[src/rtl/detect_sched_if.sv]
// Bundle between the lane requesters/shared detector and the detect_sched arbiter.
// The master side drives requests, lane data and the detector result; the slave side is the scheduler.
interface detect_sched_if #(
    parameter int CNT_W = 8
);
    logic [3:0]         req;
    logic [3:0]         bit_in;
    logic               det_out;
    logic [3:0]         grant;
    logic               det_q;
    logic               det_rst;
    logic               busy;
    logic               match_valid;
    logic [1:0]         match_lane;
    logic [4*CNT_W-1:0] match_cnt;

    modport master (
        output req, bit_in, det_out,
        input  grant, det_q, det_rst, busy, match_valid, match_lane, match_cnt
    );

    modport slave (
        input  req, bit_in, det_out,
        output grant, det_q, det_rst, busy, match_valid, match_lane, match_cnt
    );
endinterface

[src/rtl/detect_sched.sv]
// Time-shares one serial sequence detector across 4 lanes: round-robin grant, flush, stream a frame, drain.
// Frame period FRAME_LEN+3 cycles; detector results are sampled one cycle late and counted per lane.
module detect_sched #(
    parameter int FRAME_LEN = 8,
    parameter int CNT_W     = 8
) (
    input  logic          clk,
    input  logic          reset,
    detect_sched_if.slave bus
);
    typedef enum logic [1:0] {IDLE, FLUSH, STREAM, DRAIN} state_t;

    localparam logic [7:0] CNT_LAST = 8'(FRAME_LEN - 1);

    state_t           state;
    state_t           state_nxt;
    logic [7:0]       bit_cnt;
    logic [1:0]       lane;
    logic [1:0]       last_lane;
    logic [1:0]       pick;
    logic             found;
    logic             hit;
    logic [3:0]       grant;
    logic             det_rst;
    logic             busy;
    logic             match_valid;
    logic [1:0]       match_lane;
    logic [CNT_W-1:0] cnt [4];

    // Round-robin search begins just after the lane served last.
    always_comb begin
        logic [1:0] idx;
        found = 1'b0;
        pick  = last_lane + 2'd1;
        idx   = 2'd0;
        for (int i = 0; i < 4; i++) begin
            idx = last_lane + 2'(i + 1);
            if (!found && bus.req[idx]) begin
                found = 1'b1;
                pick  = idx;
            end
        end
    end

    always_comb begin
        state_nxt = state;
        case (state)
            IDLE:    if (|bus.req) state_nxt = FLUSH;
            FLUSH:   state_nxt = STREAM;
            STREAM:  if (bit_cnt == CNT_LAST) state_nxt = DRAIN;
            DRAIN:   state_nxt = IDLE;
            default: state_nxt = IDLE;
        endcase
    end

    // Detector output lags its input by one cycle, so the first STREAM cycle and the
    // flush are skipped and the drain cycle picks up the last streamed bit.
    assign hit = bus.det_out && (((state == STREAM) && (bit_cnt != 8'd0)) || (state == DRAIN));

    always_ff @(posedge clk or posedge reset) begin
        if (reset) begin
            state       <= IDLE;
            grant       <= 4'b0000;
            det_rst     <= 1'b1;
            busy        <= 1'b0;
            match_valid <= 1'b0;
            match_lane  <= 2'd0;
            bit_cnt     <= 8'd0;
            lane        <= 2'd0;
            last_lane   <= 2'd3;
            for (int i = 0; i < 4; i++) cnt[i] <= '0;
        end else begin
            state       <= state_nxt;
            busy        <= (state_nxt != IDLE);
            det_rst     <= (state_nxt == FLUSH);
            match_valid <= hit;
            if (hit) begin
                match_lane <= lane;
                if (cnt[lane] != {CNT_W{1'b1}}) cnt[lane] <= cnt[lane] + 1'b1;
            end
            case (state)
                IDLE: begin
                    if (found) begin
                        lane  <= pick;
                        grant <= 4'b0001 << pick;
                    end
                end
                FLUSH:  bit_cnt <= 8'd0;
                STREAM: bit_cnt <= bit_cnt + 8'd1;
                DRAIN: begin
                    grant     <= 4'b0000;
                    last_lane <= lane;
                end
                default: ;
            endcase
        end
    end

    assign bus.grant       = grant;
    assign bus.det_q       = (state == STREAM) ? bus.bit_in[lane] : 1'b0;
    assign bus.det_rst     = det_rst;
    assign bus.busy        = busy;
    assign bus.match_valid = match_valid;
    assign bus.match_lane  = match_lane;

    for (genvar g = 0; g < 4; g++) begin : g_cnt
        assign bus.match_cnt[g*CNT_W +: CNT_W] = cnt[g];
    end
endmodule

[src/flat_wrapper.sv]
// flat-port wrapper written by rule: the top's interface ports become plain ports
module detect_sched_flat 
#(
    parameter int FRAME_LEN = 8,
    parameter int CNT_W     = 8
)
  (clk, reset, bus_req, bus_bit_in, bus_det_out, bus_grant, bus_det_q, bus_det_rst, bus_busy, bus_match_valid, bus_match_lane, bus_match_cnt);
  detect_sched_if #(.CNT_W(CNT_W)) bus_i ();
  input  logic clk;
  input  logic reset;
  input wire logic [$bits(bus_i.req)-1:0] bus_req;
  input wire logic [$bits(bus_i.bit_in)-1:0] bus_bit_in;
  input wire logic [$bits(bus_i.det_out)-1:0] bus_det_out;
  output wire logic [$bits(bus_i.grant)-1:0] bus_grant;
  output wire logic [$bits(bus_i.det_q)-1:0] bus_det_q;
  output wire logic [$bits(bus_i.det_rst)-1:0] bus_det_rst;
  output wire logic [$bits(bus_i.busy)-1:0] bus_busy;
  output wire logic [$bits(bus_i.match_valid)-1:0] bus_match_valid;
  output wire logic [$bits(bus_i.match_lane)-1:0] bus_match_lane;
  output wire logic [$bits(bus_i.match_cnt)-1:0] bus_match_cnt;
  assign bus_i.req = bus_req;
  assign bus_i.bit_in = bus_bit_in;
  assign bus_i.det_out = bus_det_out;
  assign bus_grant = bus_i.grant;
  assign bus_det_q = bus_i.det_q;
  assign bus_det_rst = bus_i.det_rst;
  assign bus_busy = bus_i.busy;
  assign bus_match_valid = bus_i.match_valid;
  assign bus_match_lane = bus_i.match_lane;
  assign bus_match_cnt = bus_i.match_cnt;
  detect_sched #(.FRAME_LEN(FRAME_LEN), .CNT_W(CNT_W)) u_core (.clk(clk), .reset(reset), .bus(bus_i));
endmodule
[config.mk]
export PLATFORM = sky130hd
export DESIGN_NAME = detect_sched_flat
export DESIGN_NICKNAME = d
export VERILOG_FILES = /design/src/rtl/detect_sched_if.sv /design/src/rtl/detect_sched.sv /design/src/flat_wrapper.sv
export SDC_FILE = /design/constraint.sdc
export NUM_CORES = 1
export LEC_CHECK = 0
export CORE_ASPECT_RATIO = 0.8
export CORE_UTILIZATION = 34
export DETAILED_ROUTE_END_ITERATION = 10
export PLACE_DENSITY = 0.53
export SYNTH_ARGS = -nofsm -noshare
export SYNTH_HDL_FRONTEND = slang
export SYNTH_SLANG_ARGS = --single-unit
[constraint.sdc]
create_clock -name clk -period 3.9 [get_ports clk]
set_input_delay 0.585 -clock clk [delete_from_list [all_inputs] [get_ports clk]]
set_output_delay 0.585 -clock clk [all_outputs]
set_load 0.02 [all_outputs]
# After elaboration in Yosys (flattened, before gate mapping)
# Index checks and enable logic that the tools add are counted.
dict set report word_totals {
  inputBits 11
  output_inout_bits 42
  ff_bits 55
  wordCells 83
}
dict set report classes {
  shift 1
  n_reduce_logical 19
  eq_ne 7
  mux 30
  n_addsub 5
  magnitude_cmp 7
  bitwise_logic 1
}
# cell n
set ops {}
lappend ops {{$bwmux 32} 1}
lappend ops {{$mux 8} 3}
lappend ops {{$add 8x1->8 const B} 2}
lappend ops {{$bmux 8 s2} 1}
lappend ops {{$demux 8 s2} 1}
lappend ops {{$pmux 8 s2} 1}
lappend ops {{$lt 2x3->1 const B} 5}
lappend ops {{$bmux 1 s2} 5}
lappend ops {{$mux 1} 10}
lappend ops {{$mux 2} 5}
lappend ops {{$eq 8x3->1 const B} 1}
lappend ops {{$ne 8x8->1 const B} 1}
lappend ops {{$pmux 2 s4} 1}
lappend ops {{$pmux 4 s2} 1}
lappend ops {{$reduce_bool 8->1} 1}
lappend ops {{$logic_and 1x1->1} 6}
lappend ops {{$reduce_and 2->1} 3}
lappend ops {{$reduce_bool 2->1} 3}
lappend ops {{$add 2x2->2 const B} 2}
lappend ops {{$eq 2x1->1 const B} 2}
lappend ops {{$eq 2x2->1 const B} 2}
lappend ops {{$mux 4} 1}
lappend ops {{$reduce_or 4->1} 1}
lappend ops {{$shl 1x2->4 const A} 1}
lappend ops {{8 further kinds} 10}

# Longest topological paths before layout
# Gate-level depths: netlist of the first run.
dict set report logic_depth {
  ltp_word 16
  depth_mapped 11
  mapped_depth_nobuf 8
}

# Least setup slack after synthesis of the first run
# No wires, ideal clock.
dict set report synth_path {
  kind {register -> register}
  startpoint {register u_core.lane[0]}
  endpoint {register u_core.cnt, in the netlist u_core.bus.match_cnt[10]}
  stages_incl_launch_ff 9
  setup_ps 125
  path_slack_ps 1036
  t_arrival_ps 2740
  t_required_ps 3775
  period_less_slack_ps 2864
  path_buffers 3
  cell_sequence {dfrtp_1 > clkbuf_1 > clkbuf_1 > mux4_2 > ha_1 > and4_1 > buf_2 > nor4b_4 > mux2_2}
}
dict set report synth_between {
  elab_chain_len 6
  word_cells_on_any_way 13
  classes_between {1 x add/sub; 2 x order compare; 1 x eq/ne; 6 x mux; 1 x bitwise; 2 x reduce/logical}
}
# item line_no
set synth_rtl {}
lappend synth_rtl {{from (decl)} detect_sched.sv:18} ;# logic [1:0] lane;
lappend synth_rtl {{from (signal assigned)} detect_sched.sv:84} ;# lane <= pick;
lappend synth_rtl {{$not 2->3 (implied by the code) (*)} detect_sched.sv:79} ;# if (cnt[lane] != {CNT_W{1'b1}}) cnt[lane] <= cnt[lane] + 1'b1;
lappend synth_rtl {{$bmux 8 s2 (tied with other cells)} detect_sched.sv:79}
lappend synth_rtl {{$mux 8 (implied by the code) or $logic_and 1x1->1 (tied branches)} detect_sched.sv:79}
lappend synth_rtl {{$mux 8 (implied by the code)} detect_sched.sv:79}
lappend synth_rtl {{$add 8x1->8 (tied with other cells)} detect_sched.sv:79}
lappend synth_rtl {{$bwmux 32 or $reduce_and 2->1 (tied branches)} --}
lappend synth_rtl {{to (decl)} detect_sched.sv:28} ;# logic [CNT_W-1:0] cnt [4];
# Every way passes the cells marked *; elsewhere a longest branch is shown, timed or not. The select of a mux whose other input is x is not followed.
# A chain may end at the register's enable or synchronous reset.

# Final worst setup path of the first run
dict set report layout_path {
  startpoint {register u_core.lane[1]}
  endpoint {register u_core.cnt, in the netlist u_core.bus.match_cnt[17]}
}
# The elaborated chain is that of the path after synthesis.

==> impl_metrics.env, run 1 <==
export IMPL_relSlewSlack=0.310
export IMPL_synth_main_ff_cell="dfrtp_1"
export IMPL_endpoint_kind="flip-flop"
export IMPL_p_leak_nw=1.48
export IMPL_power_density_nw_per_um2=662
export IMPL_tns_ps=0
export IMPL_vias=1908
export IMPL_tightest_slew_ps=1030
export IMPL_rsz0062_at_grt="no"
export IMPL_cts_buffers=5
export IMPL_layout_drive_gt1_share=0.231
export IMPL_grt_max_degree=37
export IMPL_min_path_type="reg2reg"
export IMPL_slowest_delay_ps=640
export IMPL_r2r_slack_ps=770
export IMPL_core_area_sq_um=7950
export IMPL_drc=0
export IMPL_die_w_um=103
export IMPL_cts_sinks=55
export IMPL_final_min_clock_period_ps=3130
export IMPL_drt_vias_per_instance=4.90
export IMPL_grt_use_total=0.151
export IMPL_synth_edf_count=0
export IMPL_regArea_sq_um=1380
export IMPL_syn_to_final_growth_pct=26.8
export IMPL_cpMostUsedCell="mux2_2"
export IMPL_drt_iter0_drc=91
export IMPL_fin_crit_sh=0.804
export IMPL_hold_violations=0
export IMPL_h_tree_depth=2
export IMPL_antenna_found_initial=0
export IMPL_ys_seq_elements=55
export IMPL_die_h_um=82.9
export IMPL_outcome="finished, final reports clean"
export IMPL_hpwl_um=4350
export IMPL_wl_per_cell_um=15.4
export IMPL_cp_arrival_ps=3320
export IMPL_holdBufCountCts=0
export IMPL_multi_input_comb_area_sq_um=1310
export IMPL_num_io_pins=53
export IMPL_start_kind="flip-flop"
export IMPL_critical_path_class="reg2reg"
export IMPL_syn_nets=243
export IMPL_skew_ps=7.83
export IMPL_postCtsSetupBuffers=0
export IMPL_cts_buffer_depth=2
export IMPL_root_buffer="clkbuf_8"
export IMPL_worstPathCellList="mux2_2, o21ai_0, inv_1, ha_1, and4_1, nor4b_4, mux2_2"
export IMPL_synth_warning_count=0
export IMPL_peakVddDrop_mv=0.296
export IMPL_dieArea_sq_um=8550
export IMPL_layout_common_cells="52 x clkdlybuf4s50_1, 52 x dfrtp_1, 36 x mux2_2"
export IMPL_report_final_slew_viol_count=0
export IMPL_cts_resized=0
export IMPL_synth_top_area_cell="dfrtp_1"
export IMPL_clock_latency_ps=300
export IMPL_synth_area_leaders="dfrtp_1 47%, mux2_2 15%, mux4_2 6.5%, dfstp_2 2.8%, ha_1 2.7%"
export IMPL_grt_pass1_wl_um=9880
export IMPL_routabilityCongestion=0.736
export IMPL_synth_cell_types=44
export IMPL_ys_seq_area_frac=0.496
export IMPL_nets=297
export IMPL_start_util=0.350
export IMPL_critical_path_required_ps=4090
export IMPL_clkSlewWorstSetupHoldPaths_ps=100
export IMPL_max_cap_violations=0
export IMPL_wl_um=5990
export IMPL_diodes=0
export IMPL_critPathSlowestCell="nor4b_4"
export IMPL_fmax_ghz=0.319
export IMPL_syn_inst=226
export IMPL_overflow=0
export IMPL_syn_avg_cell_area_sq_um=12.3
export IMPL_portBuffers=52
export IMPL_total_power_mw=2.34
export IMPL_netlist_area_leader_share=0.468
export IMPL_cp_max_fo=8
export IMPL_placementRows=29
export IMPL_fill_cells=760
export IMPL_grt_pass1_vias=1942
export IMPL_cts_tree="built"
export IMPL_syn_area_sq_um=2780
export IMPL_ant_nets=0
export IMPL_first_pass_iters=4
export IMPL_setup_violations=0
export IMPL_async_reset_ff_frac=1.00
## sequential cells by signal, summed over array words and instances (netlist names)
signal,count
u_core.lane,2
u_core.bus.match_valid,1
u_core.bit_cnt,8
u_core.bus.match_cnt,32
u_core.bus.grant,4
u_core.state,2
u_core.bus.match_lane,2
u_core.last_lane,2
u_core.bus.det_rst,1
u_core.bus.busy,1
## routing by layer
layer / track usage / vias up / wire (um)
met5: 0 / - / 0
met4: 0.0384 / 0 / 14
met3: 0.0269 / 3 / 149
met2: 0.208 / 27 / 2570
met1: 0.241 / 953 / 3260
li1: - / 925 / -
## per-stage QoR
step	area [sq um]	hold slack (ps)	instances	worst slack [ps]	utilization
5_1_grt	3530	552	389	554	0.444
6_report	3530	520	389	765	0.444
4_1_cts	3530	532	389	760	0.444
3_3_place_gp	3420	504	381	820	0.431
3_5_place_dp	3420	507	381	794	0.431
2_1_floorplan	2780	498	226	1040	-
## kinds of logic (layout without fill, tap and decap cells)
family | Yosys count | after routing | share of synthesized area
XOR/XNOR | 9 | 9 | 0.0283
buffers and inverters | 24 | 79 | 0.0346
AND/OR/NAND/NOR | 53 | 53 | 0.118
adder cells (fa/ha/maj) | 6 | 6 | 0.0270
flip-flops | 55 | 55 | 0.496
AO/OA/AOI/OAI | 32 | 32 | 0.0738
multiplexers | 47 | 47 | 0.222
## power by group
group	switching [mW]	internal, mW	leakage, nW	total, mW
sequential	0.157	0.722	0.721	0.879
combinational	0.582	0.529	0.710	1.11
clock	0.184	0.162	0.0505	0.346
total	0.923	1.41	1.48	2.34
## cell type report
cell class	instances	area share
Sequential cell	55	0.391
Multi-Input combinational cell	147	0.370
Timing Repair Buffer	55	0.154
Tap cell	108	0.0383
Clock buffer	7	0.0273
Inverter	16	0.0170
Clock inverter	1	0.00213
## cells in the mapped netlist (2+ instances only)
library cell	count
nand2b_1	3
a21oi_1	2
nand2_1	15
mux2_2	36
dfrtp_1	52
nor4b_4	2
inv_1	16
dfstp_2	3
o21ai_0	14
clkbuf_1	5
mux2i_1	2
a32oi_1	2
buf_2	2
a41oi_1	2
and2_1	3
xnor2_1	8
nor2_1	9
and3_1	2
nor2b_1	2
nand3_1	8
o22ai_1	3
ha_1	6
mux4_2	8
## worst max-delay path, delay by kind of cell, from the launching register on
kind / cells / cell delay (ps)
fa+ha+maj: 1 / 290
compound gates: 1 / 410
simple gates: 2 / 930
buf+inv: 1 / 110
mux: 2 / 770
flops: 1 / 510
## final timing paths
path | start | to | depth (start not counted)
min | u_core.bus.grant[1] | u_core.bus.grant[1] | 2
max reg2reg | u_core.lane[1] | u_core.bus.match_cnt[17] | 7
min in group asynchronous | reset | u_core.bus.match_cnt[9] | 2
min reg2reg | u_core.bus.grant[1] | u_core.bus.grant[1] | 2
max in group asynchronous | reset | u_core.bit_cnt[5] | 3
max | u_core.lane[1] | u_core.bus.match_cnt[17] | 7
Note: power is estimated with default switching activity, not from simulation.
==> inputs of run 2 (changes only) <==
--- a/config.mk
+++ b/config.mk
@@ -8,7 +8,7 @@
 export CORE_ASPECT_RATIO = 0.8
 export CORE_UTILIZATION = 34
 export DETAILED_ROUTE_END_ITERATION = 10
-export PLACE_DENSITY = 0.53
+export PLACE_DENSITY = 0.55
 export SYNTH_ARGS = -nofsm -noshare
 export SYNTH_HDL_FRONTEND = slang
 export SYNTH_SLANG_ARGS = --single-unit
==> constraint.sdc (replaced) <==
create_clock -name clk -period 2.6 [get_ports clk]
set_input_delay 0.39 -clock clk [delete_from_list [all_inputs] [get_ports clk]]
set_output_delay 0.39 -clock clk [all_outputs]
set_load 0.02 [all_outputs]
==> impl_metrics.env, run 2 (synthesis gave the netlist of run 1 again) <==
export IMPL_outcome="finished, final reports clean"
export IMPL_clkSlewWorstSetupHoldPaths_ps=110
export IMPL_grt_max_degree=32
export IMPL_core_area_sq_um=7950
export IMPL_total_power_mw=3.74
export IMPL_layout_common_cells="52 x clkdlybuf4s50_1, 52 x dfrtp_1, 36 x mux2_2"
export IMPL_final_min_clock_period_ps=2490
export IMPL_largest_register_ffs=32
export IMPL_power_density_nw_per_um2=1010
export IMPL_critical_path_class="reg2out"
export IMPL_cp_arrival_ps=2100
export IMPL_path_delay_family="buffers and inverters"
export IMPL_min_path_type="in2async"
export IMPL_power_frac_seq=0.339
export IMPL_critPathSlowestCell="clkdlybuf4s50_1"
export IMPL_drt_iter0_drc=44
export IMPL_clkPwrFrac=0.135
export IMPL_report_final_slew_viol_count=0
export IMPL_wl_um=6250
export IMPL_hold_violations=0
export IMPL_fmax_ghz=0.402
export IMPL_max_cap_violations=0
export IMPL_hpwl_um=4690
export IMPL_endpoint_kind="output port"
export IMPL_num_io_pins=53
export IMPL_start_kind="flip-flop"
export IMPL_cp_max_fo=4
export IMPL_slowest_delay_ps=530
export IMPL_placementRows=29
export IMPL_dieArea_sq_um=8550
export IMPL_grt_use_total=0.154
export IMPL_drt_vias_per_instance=4.82
export IMPL_relSlewSlack=0.624
export IMPL_wl_per_cell_um=15.4
export IMPL_dp_slack_ps=11.9
export IMPL_vias=1963
export IMPL_critical_path_required_ps=2210
export IMPL_overflow=0
export IMPL_ant_nets=0
export IMPL_peakVddDrop_mv=0.442
export IMPL_die_w_um=103
export IMPL_routabilityCongestion=0.740
export IMPL_drc=0
export IMPL_fin_hold_ws_ps=439
export IMPL_power_share_combinational=0.527
export IMPL_p_leak_nw=1.59
export IMPL_clock_latency_ps=310
export IMPL_die_h_um=82.9
export IMPL_cts_buffers=5
export IMPL_worstPathCellList="buf_4, mux4_2, and2_1, clkdlybuf4s50_1"
export IMPL_portBuffers=52
export IMPL_start_util=0.350
export IMPL_path_buf_inv=2
export IMPL_fin_ws_ps=112
export IMPL_fin_crit_sh=0.957
export IMPL_grt_pass1_vias=1944
export IMPL_grt_pass1_wl_um=10200
export IMPL_cts_sinks=55
export IMPL_antenna_found_initial=0
export IMPL_tns_ps=0
export IMPL_p_sw_mw=1.46
export IMPL_setup_violations=0
export IMPL_cts_tree="built"
export IMPL_p_int_mw=2.28
export IMPL_nets=315
export IMPL_rsz0062_at_grt="no"
export IMPL_cts_buffer_depth=2
export IMPL_diodes=0
export IMPL_root_buffer="clkbuf_8"
export IMPL_swShare=0.391
export IMPL_syn_to_final_growth_pct=33.0
export IMPL_layout_drive_gt1_share=0.284
export IMPL_tightest_slew_ps=563
export IMPL_first_pass_iters=4
export IMPL_h_tree_depth=2
export IMPL_skew_ps=16.4
[run 2: cell types whose count changed in the layout (fill, tap and decap cells not counted), sizes merged]
cell,delta
buf,+18
clkinvlp,-1
inv,+1
[run 2: timing repair]
item                       in CTS  in global routing
setup endpoints to repair       0                 29
gates resized for setup         0                  3
setup buffers                   0                  1
hold buffers                    0                  0
[run 2: power groups by stage]
stage | clock [mW] | combinational (mW) | sequential (mW)
3_5_place_dp | 0 | 1.94 | 1.29
2_1_floorplan | 0 | 1.05 | 1.40
5_1_grt | 0.561 | 2.12 | 1.30
4_1_cts | 0.527 | 1.95 | 1.27
6_report | 0.504 | 1.97 | 1.27
3_3_place_gp | 0 | 1.93 | 1.29
[run 2: final cells by class]
| cell class | count | area, sq um |
|---|---|---|
| Clock buffer | 7 | 86.3 |
| Clock inverter | 1 | 8.76 |
| Multi-Input combinational cell | 147 | 1310 |
| Fill cell | 736 | 4250 |
| Tap cell | 108 | 135 |
| Inverter | 16 | 60.1 |
| Sequential cell | 55 | 1380 |
| Timing Repair Buffer | 73 | 716 |
[run 2: final timing paths]
| kind | from | slack (ps) | endpoint | cells past startpoint |
|---|---|---|---|---|
| setup / recovery | u_core.lane[0] | 110 | bus_det_q | 4 |
| hold / removal | reset | 440 | u_core.bus.match_cnt[17] | 2 |
| setup reg to reg | u_core.lane[1] | 120 | u_core.bus.match_cnt[16] | 7 |
| hold reg to reg | u_core.bus.grant[0] | 530 | u_core.bus.grant[0] | 2 |
| max in group asynchronous | reset | 1530 | u_core.last_lane[1] | 3 |
| min in group clk | u_core.bus.grant[0] | 530 | u_core.bus.grant[0] | 2 |
[run 2: worst reg2reg max path, cell delays in order, from the launching register on]
cell,delay (ps)
dfrtp_1,420
buf_12,150
mux4_2,570
and4_4,210
and4_4,210
nor4b_4,290
buf_4,190
mux2_2,330
[run 2: per-stage QoR]
step                instance area (sq um)  utilization  std cells
floorplan                            2800            -        226
global placement                     3590        0.452        398
detailed placement                   3590        0.452        398
CTS                                  3690        0.464        406
global route                         3700        0.466        407
finish                               3700        0.466        407
[run 2: per-layer routing]
| metal | wire, um | up-vias | GRT usage |
|---|---|---|---|
| met4 | 53 | 0 | 0.0384 |
| met3 | 185 | 6 | 0.0286 |
| met5 | 0 | - | 0 |
| li1 | - | 958 | - |
| met1 | 3470 | 962 | 0.262 |
| met2 | 2540 | 37 | 0.196 |
==> variant, RTL diff (settings of run 1) <==
`CNT_W` is set to 8 in 3 places; all go to 10.
--- a/src/rtl/detect_sched_if.sv
+++ b/src/rtl/detect_sched_if.sv
@@ -1,7 +1,7 @@
 // Bundle between the lane requesters/shared detector and the detect_sched arbiter.
 // The master side drives requests, lane data and the detector result; the slave side is the scheduler.
 interface detect_sched_if #(
-    parameter int CNT_W = 8
+    parameter int CNT_W = 10
 );
     logic [3:0]         req;
     logic [3:0]         bit_in;
--- a/src/rtl/detect_sched.sv
+++ b/src/rtl/detect_sched.sv
@@ -2,7 +2,7 @@
 // Frame period FRAME_LEN+3 cycles; detector results are sampled one cycle late and counted per lane.
 module detect_sched #(
     parameter int FRAME_LEN = 8,
-    parameter int CNT_W     = 8
+    parameter int CNT_W     = 10
 ) (
     input  logic          clk,
     input  logic          reset,
--- a/src/flat_wrapper.sv
+++ b/src/flat_wrapper.sv
@@ -2,7 +2,7 @@
 module detect_sched_flat 
 #(
     parameter int FRAME_LEN = 8,
-    parameter int CNT_W     = 8
+    parameter int CNT_W     = 10
 )
   (clk, reset, bus_req, bus_bit_in, bus_det_out, bus_grant, bus_det_q, bus_det_rst, bus_busy, bus_match_valid, bus_match_lane, bus_match_cnt);
   detect_sched_if #(.CNT_W(CNT_W)) bus_i ();
Ports: changed (resized bus_match_cnt); port bits go from 53 to 61. No check against the original RTL was run, so the function may have changed too.
==> variant against run 1 <==
Worst setup slack lost 120 ps; routed wire length grew 22%; final area grew 20%; combinational power shrank 5%; sequential cell count grew 8; power grew 20%; critical endpoint is now u_core.bus.match_cnt[10]; synthesized area grew 15%; die area grew 15%.
==> variant: results (changes against run 1) <==
* Met3 Wirelength at 200 um (was 149 um)
* Post-layout net count at 336 (was 297)
* Largest net degree at the start of global routing at 35 (was 37)
* Layout clock buffer count at 10 (was 7)
* Hold Crit Start: u_core.bit_cnt[6] (was u_core.bus.grant[1])
* Nonclk inv count at 12 (was 16)
* Post-layout util at 46.4% (was 44.4%)
* FILL cells at 816 (was 760)
* Met2 WL at 3.40 mm (was 2.57 mm)
* Fin crit share at 83.6% (was 80.4%)
* Reg2reg end: u_core.bus.match_cnt[10] (was u_core.bus.match_cnt[17])
* DR vias at 2,204 (was 1,908)
* Syn_nets at 272 (was 243)
* Starting DRT DRC Count at 105 (was 91)
* PwrDens at 662 nW/um^2 (about the same)
* Met1 Use GR at 22.9% (was 24.1%)
* M1 WL at 3.64 mm (was 3.26 mm)
* Max reg flops at 40 (was 32)
* Reg2reg setup slack at 640 ps (was 770 ps)
* CTS root buf: clkbuf_16 (was clkbuf_8)
* H-tree depth at 3 (was 2)
* Clock buf/inv share at 7.28% (was 2.94%)
* Count of unique library cells instantiated by Yosys at 46 (was 44)
* All-Layer GR Usage at 16.2% (was 15.1%)
* GPL Wtd Cong at 0.769 (was 0.736)
* CP Max Fanout at 15 (was 8)
* Clock transition at path regs at 60 ps (was 100 ps)
* Vias in the first global route at 2,291 (was 1,942)
* M2 GR Usage at 25.2% (was 20.8%)
* Slowest CP cell: dfrtp_1 (was nor4b_4)
* First-pass GRT wire length at 12.3 mm (was 9.88 mm)
* FF+latch count, synth at 63 (was 55)
* CP arrival at 3460 ps (was 3320 ps)
* Non-clock buffer total of the final layout at 64 (was 55)
* Status: finished clean (unchanged)
* Sequential share of cell area at 37.4% (was 39.1%)
* Ranking of synthesized cells by area: dfrtp_1, mux2_2, mux4_1, mux2_4, dfstp_2 (was dfrtp_1, mux2_2, mux4_2, dfstp_2, ha_1)
* Multi-input gate count at 169 (was 147)
* Leakage at 1.87 nW (was 1.48 nW)
* M3 GR Usage at 4.32% (was 2.69%)
* Worst hold path depth at 1 (was 2)
* Pre-CTS setup slack at 649 ps (was 794 ps)
* Number of port buffers at 60 (was 52)
* Clock Latency Late Sink at 320 ps (was 300 ps)
* Buffer share of cell area at 14.9% (was 15.4%)
* RR Startpoint: u_core.lane[0] (was u_core.lane[1])
* Dpl cells at 423 (was 381)
* Multi-input combinational area share at 36.0% (was 37.0%)
* Syn Area/Cell at 12.6 sq um (was 12.3 sq um)
* Layout Skew at 4.29 ps (was 7.83 ps)
* Layout cell share with drive strength beyond 1 at 23.8% (was 23.1%)
* Post-synthesis sequential area ratio at 49.3% (was 49.6%)
* Area post-placement at 3920 sq um (was 3420 sq um)
* Max incr delay on CP at 610 ps (was 640 ps)
* Worst Hold Endpoint: u_core.bit_cnt[6] (was u_core.bus.grant[1])
* Max transition margin at 50.0% (was 31.0%)
* Routed len/inst at 16.6 um (was 15.4 um)
variant: changes by cell type in the layout (fill, tap and decap cells not counted), moves of 6 or more:
cell             before  now
clkbuf_16             0    9
clkbuf_8              7    1
dfrtp_1              52   60
mux4_1                0    7
mux2_4                0   10
clkdlybuf4s50_1      52   60
variant: report_power, final:
| part | switching [mW] | internal (mW) | total [mW] |
|---|---|---|---|
| Sequential | 0.137 | 0.795 | 0.932 |
| Clock | 0.295 | 0.514 | 0.808 |
| Combinational | 0.556 | 0.501 | 1.06 |
variant: cell families (layout without fill, tap and decap cells):
| group | Yosys count | count (layout) | synth area share, % |
|---|---|---|---|
| fa+ha+maj | 6 | 6 | 2.34 |
| simple gates | 60 | 60 | 9.99 |
| compound gates | 37 | 37 | 7.30 |
| mux | 56 | 56 | 25.1 |
| xor+xnor | 10 | 10 | 2.73 |
| buf+inv | 23 | 92 | 3.28 |
| flops | 63 | 63 | 49.3 |
